File: src/rtl/f2m_mul_if.sv
// Request/response bundle for the GF(2^M) multiplier.
// Carries the clear/start controls, the operands and the result.
interface f2m_mul_if #(
    parameter int M = 163
);
    logic         clr;
    logic         start;
    logic [M-1:0] a;
    logic [M-1:0] b;
    logic         done;
    logic [M-1:0] z;

    modport master (
        output clr,
        output start,
        output a,
        output b,
        input  done,
        input  z
    );

    modport slave (
        input  clr,
        input  start,
        input  a,
        input  b,
        output done,
        output z
    );
endinterface

File: src/rtl/f2m_mul.sv
// Bit-serial MSB-first GF(2^M) multiplier, one bit of b per clock.
// Optional busy output under macro F2M_MUL_BUSY_EN.
module f2m_mul #(
    parameter int           M  = 163,
    parameter logic [M-1:0] FX = 163'hc9
) (
    input  logic clk,
    input  logic rst_n,
`ifdef F2M_MUL_BUSY_EN
    output logic busy,
`endif
    f2m_mul_if.slave bus
);
    localparam int CW = (M > 1) ? $clog2(M) : 1;
    localparam logic [CW-1:0] LAST = CW'(M - 1);

    typedef enum logic [1:0] {
        S_IDLE,
        S_RUN,
        S_DONE
    } state_t;

    state_t state;
    state_t state_nx;

    logic [CW-1:0] cnt;
    logic [M-1:0]  acc;
    logic [M-1:0]  aq;
    logic [M-1:0]  bq;
    logic [M-1:0]  acc_x;
    logic [M-1:0]  acc_nx;
    logic          run;
    logic          last;

    assign run  = (state == S_RUN);
    assign last = (cnt == LAST);

    // acc*x mod f, then conditionally add a for the current b bit
    always_comb begin
        acc_x = {acc[M-2:0], 1'b0};
        if (acc[M-1]) begin
            acc_x = acc_x ^ FX;
        end
        acc_nx = acc_x;
        if (bq[M-1]) begin
            acc_nx = acc_x ^ aq;
        end
    end

    always_comb begin
        state_nx = state;
        if (bus.clr) begin
            state_nx = S_IDLE;
        end else if (bus.start) begin
            state_nx = S_RUN;
        end else if (run && last) begin
            state_nx = S_DONE;
        end
    end

    always_ff @(posedge clk) begin
        if (!rst_n) begin
            state <= S_IDLE;
        end else begin
            state <= state_nx;
        end
    end

    always_ff @(posedge clk) begin
        if (!rst_n) begin
            cnt <= '0;
            acc <= '0;
        end else if (bus.clr) begin
            cnt <= '0;
        end else if (bus.start) begin
            cnt <= '0;
            acc <= '0;
        end else if (run) begin
            acc <= acc_nx;
            cnt <= last ? '0 : cnt + 1'b1;
        end
    end

    // Operand registers carry no reset; b shifts so its MSB is the live bit
    always_ff @(posedge clk) begin
        if (!bus.clr && bus.start) begin
            aq <= bus.a;
            bq <= bus.b;
        end else if (run) begin
            bq <= {bq[M-2:0], 1'b0};
        end
    end

    assign bus.done = (state == S_DONE);
    assign bus.z    = acc;

`ifdef F2M_MUL_BUSY_EN
    assign busy = run;
`endif
endmodule

File: src/flat_wrapper.sv
// flat-port wrapper written by rule: the top's interface ports become plain ports
module f2m_mul_flat 
#(
    parameter int           M  = 163,
    parameter logic [M-1:0] FX = 163'hc9
)
  (clk, rst_n, bus_clr, bus_start, bus_a, bus_b, bus_done, bus_z);
  f2m_mul_if #(.M(M)) bus_i ();
  input  logic clk;
  input  logic rst_n;
  input wire logic [$bits(bus_i.clr)-1:0] bus_clr;
  input wire logic [$bits(bus_i.start)-1:0] bus_start;
  input wire logic [$bits(bus_i.a)-1:0] bus_a;
  input wire logic [$bits(bus_i.b)-1:0] bus_b;
  output wire logic [$bits(bus_i.done)-1:0] bus_done;
  output wire logic [$bits(bus_i.z)-1:0] bus_z;
  assign bus_i.clr = bus_clr;
  assign bus_i.start = bus_start;
  assign bus_i.a = bus_a;
  assign bus_i.b = bus_b;
  assign bus_done = bus_i.done;
  assign bus_z = bus_i.z;
  f2m_mul #(.M(M), .FX(FX)) u_core (.clk(clk), .rst_n(rst_n), .bus(bus_i));
endmodule
File: config.mk
export PLATFORM = sky130hd
export DESIGN_NAME = f2m_mul_flat
export DESIGN_NICKNAME = d
export VERILOG_FILES = /design/src/rtl/f2m_mul_if.sv /design/src/rtl/f2m_mul.sv /design/src/flat_wrapper.sv
export SDC_FILE = /design/constraint.sdc
export NUM_CORES = 1
export LEC_CHECK = 0
export CAP_MARGIN = 10
export CORE_MARGIN = 10
export CORE_UTILIZATION = 40
export CTS_CLUSTER_SIZE = 40
export DETAILED_ROUTE_END_ITERATION = 16
export MAX_ROUTING_LAYER = met4
export PLACE_DENSITY = 0.66
export SLEW_MARGIN = 5
export SYNTH_ARGS = -nofsm -noshare
export SYNTH_HDL_FRONTEND = slang
export SYNTH_SLANG_ARGS = --single-unit
export TNS_END_PERCENT = 20
File: constraint.sdc
create_clock -name clk -period 11.8 [get_ports clk]
set_input_delay 2.95 -clock clk [delete_from_list [all_inputs] [get_ports clk]]
set_output_delay 2.95 -clock clk [all_outputs]
set_load 0.02 [all_outputs]
==> results.sh <==
export IMPL_status="finished, final reports clean"
export IMPL_layout_drive_gt1_share=0.131
export IMPL_routed_wl_mm=54.8
export IMPL_setup_viol=0
export IMPL_drt_iter0_drc=815
export IMPL_cp_slowest_cell="buf_4"
export IMPL_ys_types=35
export IMPL_io_buffers=493
export IMPL_path_class="primary input to flop"
export IMPL_cts_buffers=54
export IMPL_instances_no_fill=2648
export IMPL_drv_cap=0
export IMPL_postCtsHoldBufs=0
export IMPL_finish_utilization=0.545
export IMPL_grt_usage=0.180
export IMPL_fmax_mhz=176
export IMPL_worst_pin_slew_ns=1.17
export IMPL_dieArea_um2=60000
export IMPL_worst_path_buf_inv=3
export IMPL_die_x_um=245
export IMPL_path_max_fanout=80
export IMPL_cts_clk_slew_worst_paths_ns=0.06
export IMPL_grt_ovfl_total=0
export IMPL_min_period_ns=5.68
export IMPL_synth_cells=1445
export IMPL_clock_skew_ns=0.0278
export IMPL_synthTopCellsByCount="edfxtp_1, dfxtp_1, nand2_1"
export IMPL_netlist_area_um2=20200
export IMPL_wl_per_cell_um=20.7
export IMPL_antenna_found_initial=13
export IMPL_area_growth_pct=34.8
export IMPL_cpMostUsedCell="buf_4"
export IMPL_fp_row_count=82
export IMPL_hold_viol=0
export IMPL_htree_num_levels=2
export IMPL_clock_latency_ns=0.59
export IMPL_worstPathArrival_ns=5.99
export IMPL_ioPinCount=494
export IMPL_drc_errors=0
export IMPL_synth_most_common_cell="edfxtp_1"
export IMPL_drtAntennaViolNets=0
export IMPL_power_density_nw_per_um2=144
export IMPL_grt_pass1_wl_mm=81.6
export IMPL_slew_headroom=0.219
export IMPL_synthFlopType="edfxtp_1"
export IMPL_synth_warnings=0
export IMPL_grt_max_degree=139
export IMPL_leakage_nw=8.93
export IMPL_die_h_um=245
export IMPL_yosys_area_top_type_share=0.484
export IMPL_place_congestion=0.785
export IMPL_initial_core_util=0.404
export IMPL_viasPerCell=4.85
export IMPL_async_flop_share=0
export IMPL_tns_ns=0
export IMPL_fillers=4249
export IMPL_grt_pass1_vias=13272
export IMPL_cts_root_buf="clkbuf_16"
export IMPL_firstDrtPassIters=5
export IMPL_dr_total_vias=12834
export IMPL_cts_setup_buffers=0
export IMPL_synth_edf_count=326
export IMPL_yosys_area_top_type="edfxtp_1"
export IMPL_core_area_um2=50100
export IMPL_placed_cells=2532
export IMPL_synth_seq_cells=499
export IMPL_endpoint_kind="flop"
export IMPL_cp_required_ns=12.12
export IMPL_ys_seq_area_frac=0.655
export IMPL_rsz0062_at_grt="false"
export IMPL_maxSlewViolCount=0
export IMPL_synth_avg_cell_area_um2=14.0
export IMPL_synthTopCellsByArea="edfxtp_1, dfxtp_1, mux2_2"
export IMPL_hpwl_mm=38.0
export IMPL_syn_num_nets=1777
export IMPL_nNetsFinal=2248
export IMPL_cts_max_path_buffers=3
export IMPL_fin_crit_sh=0.481
export IMPL_crit_family="buffers and inverters"
export IMPL_tritoncts="yes"
export IMPL_path_cells="clkdlybuf4s50_1 > nor2b_4 > buf_4 > buf_4 > mux2_2"
export IMPL_hold_class="flop to flop"
export IMPL_critPathMaxStageDelay_ns=0.86
export IMPL_ir_worst_vdd_v=0.000115
export IMPL_start_kind="primary input"
export IMPL_cts_sinks=499
export IMPL_cts_resized=0
sequential cells by signal, indices dropped and copies added, names as in the netlist:
signal / flops
u_core.aq: 163
u_core.bq: 163
u_core.bus.z: 163
u_core.cnt: 8
u_core.state: 2
where the power goes:
group,leakage (nW),switching (mW),internal [mW]
sequential,4.48,0.0265,1.97
combinational,3.63,0.150,0.195
clock,0.816,0.673,0.924
total,8.93,0.850,3.09
stage by stage:
stage / instance area (µm²) / hold slack [ns] / power, mW / setup slack, ns
floorplan: 20200 / 0.475 / 2.21 / 4.64
global placement: 25600 / 0.484 / 2.37 / 5.62
detailed placement: 25600 / 0.490 / 2.38 / 5.54
CTS: 27200 / 0.502 / 3.99 / 6.17
global route: 27300 / 0.522 / 4.09 / 6.01
finish: 27300 / 0.499 / 3.94 / 6.12
placed cells by master, fill, tap and decap left out, types with 3 or more instances in the layout:
cell type        synthesis  routed
a22oi_1                154     154
buf_4                   16      12
clkbuf_1                24      24
clkbuf_16                0      54
clkbuf_8                 1       5
clkdlybuf4s50_1          0     492
clkinv_1                 0       4
clkinv_2                 0       8
dfxtp_1                173     173
diode_2                  0      15
edfxtp_1               326     326
mux2_2                 162     162
nand2_1                166     166
nand3_1                  3       3
nor2_1                  13      13
nor2b_1                155     154
o2bb2ai_1                7       7
xnor2_1                164     164
xor2_1                   9       9
final cells by class:
class / instances / area, µm² / area share
sequential: 499 / 13300 / 0.486
multi-input combinational: 854 / 6420 / 0.236
timing repair buffer: 505 / 5030 / 0.185
clock buffer: 83 / 1510 / 0.0554
tap: 672 / 841 / 0.0308
clock inverter: 18 / 158 / 0.00578
antenna: 15 / 37.5 / 0.00138
inverter: 2 / 7.51 / 0.000275
worst paths after layout:
path                            cells past startpoint                    startpoint                           end  slack (ns)
worst max-delay path                                5                     bus_start      u_core.bq[136]$_DFFE_PP_        6.12
worst max register to register                      3  u_core.state[0]$_SDFFE_PP0P_       u_core.bq[21]$_DFFE_PP_        8.56
worst min-delay path                                1  u_core.bus.z[4]$_SDFFE_PN0P_  u_core.bus.z[4]$_SDFFE_PN0P_        0.50
worst min register to register                      1  u_core.bus.z[4]$_SDFFE_PN0P_  u_core.bus.z[4]$_SDFFE_PN0P_        0.50
layer usage:
metal  global-route usage  part of all wire  up-vias
li1                     -                 -     6129
met1                0.210              0.41     6228
met2                0.287              0.48      402
met3               0.0610             0.083       75
met4               0.0614             0.026        0
met5                    -                 0        -
kinds of logic (layout without fill, tap and decap cells):
group,Yosys count,in the layout,synth area share
compound gates,167,167,0.0630
xor+xnor,173,173,0.0749
fa+ha+maj,2,2,0.00124
buf+inv,92,608,0.0286
flops,499,499,0.655
mux,162,162,0.0902
other cells,0,15,0
simple gates,350,350,0.0871
Note: power is estimated with default switching activity, not from simulation.
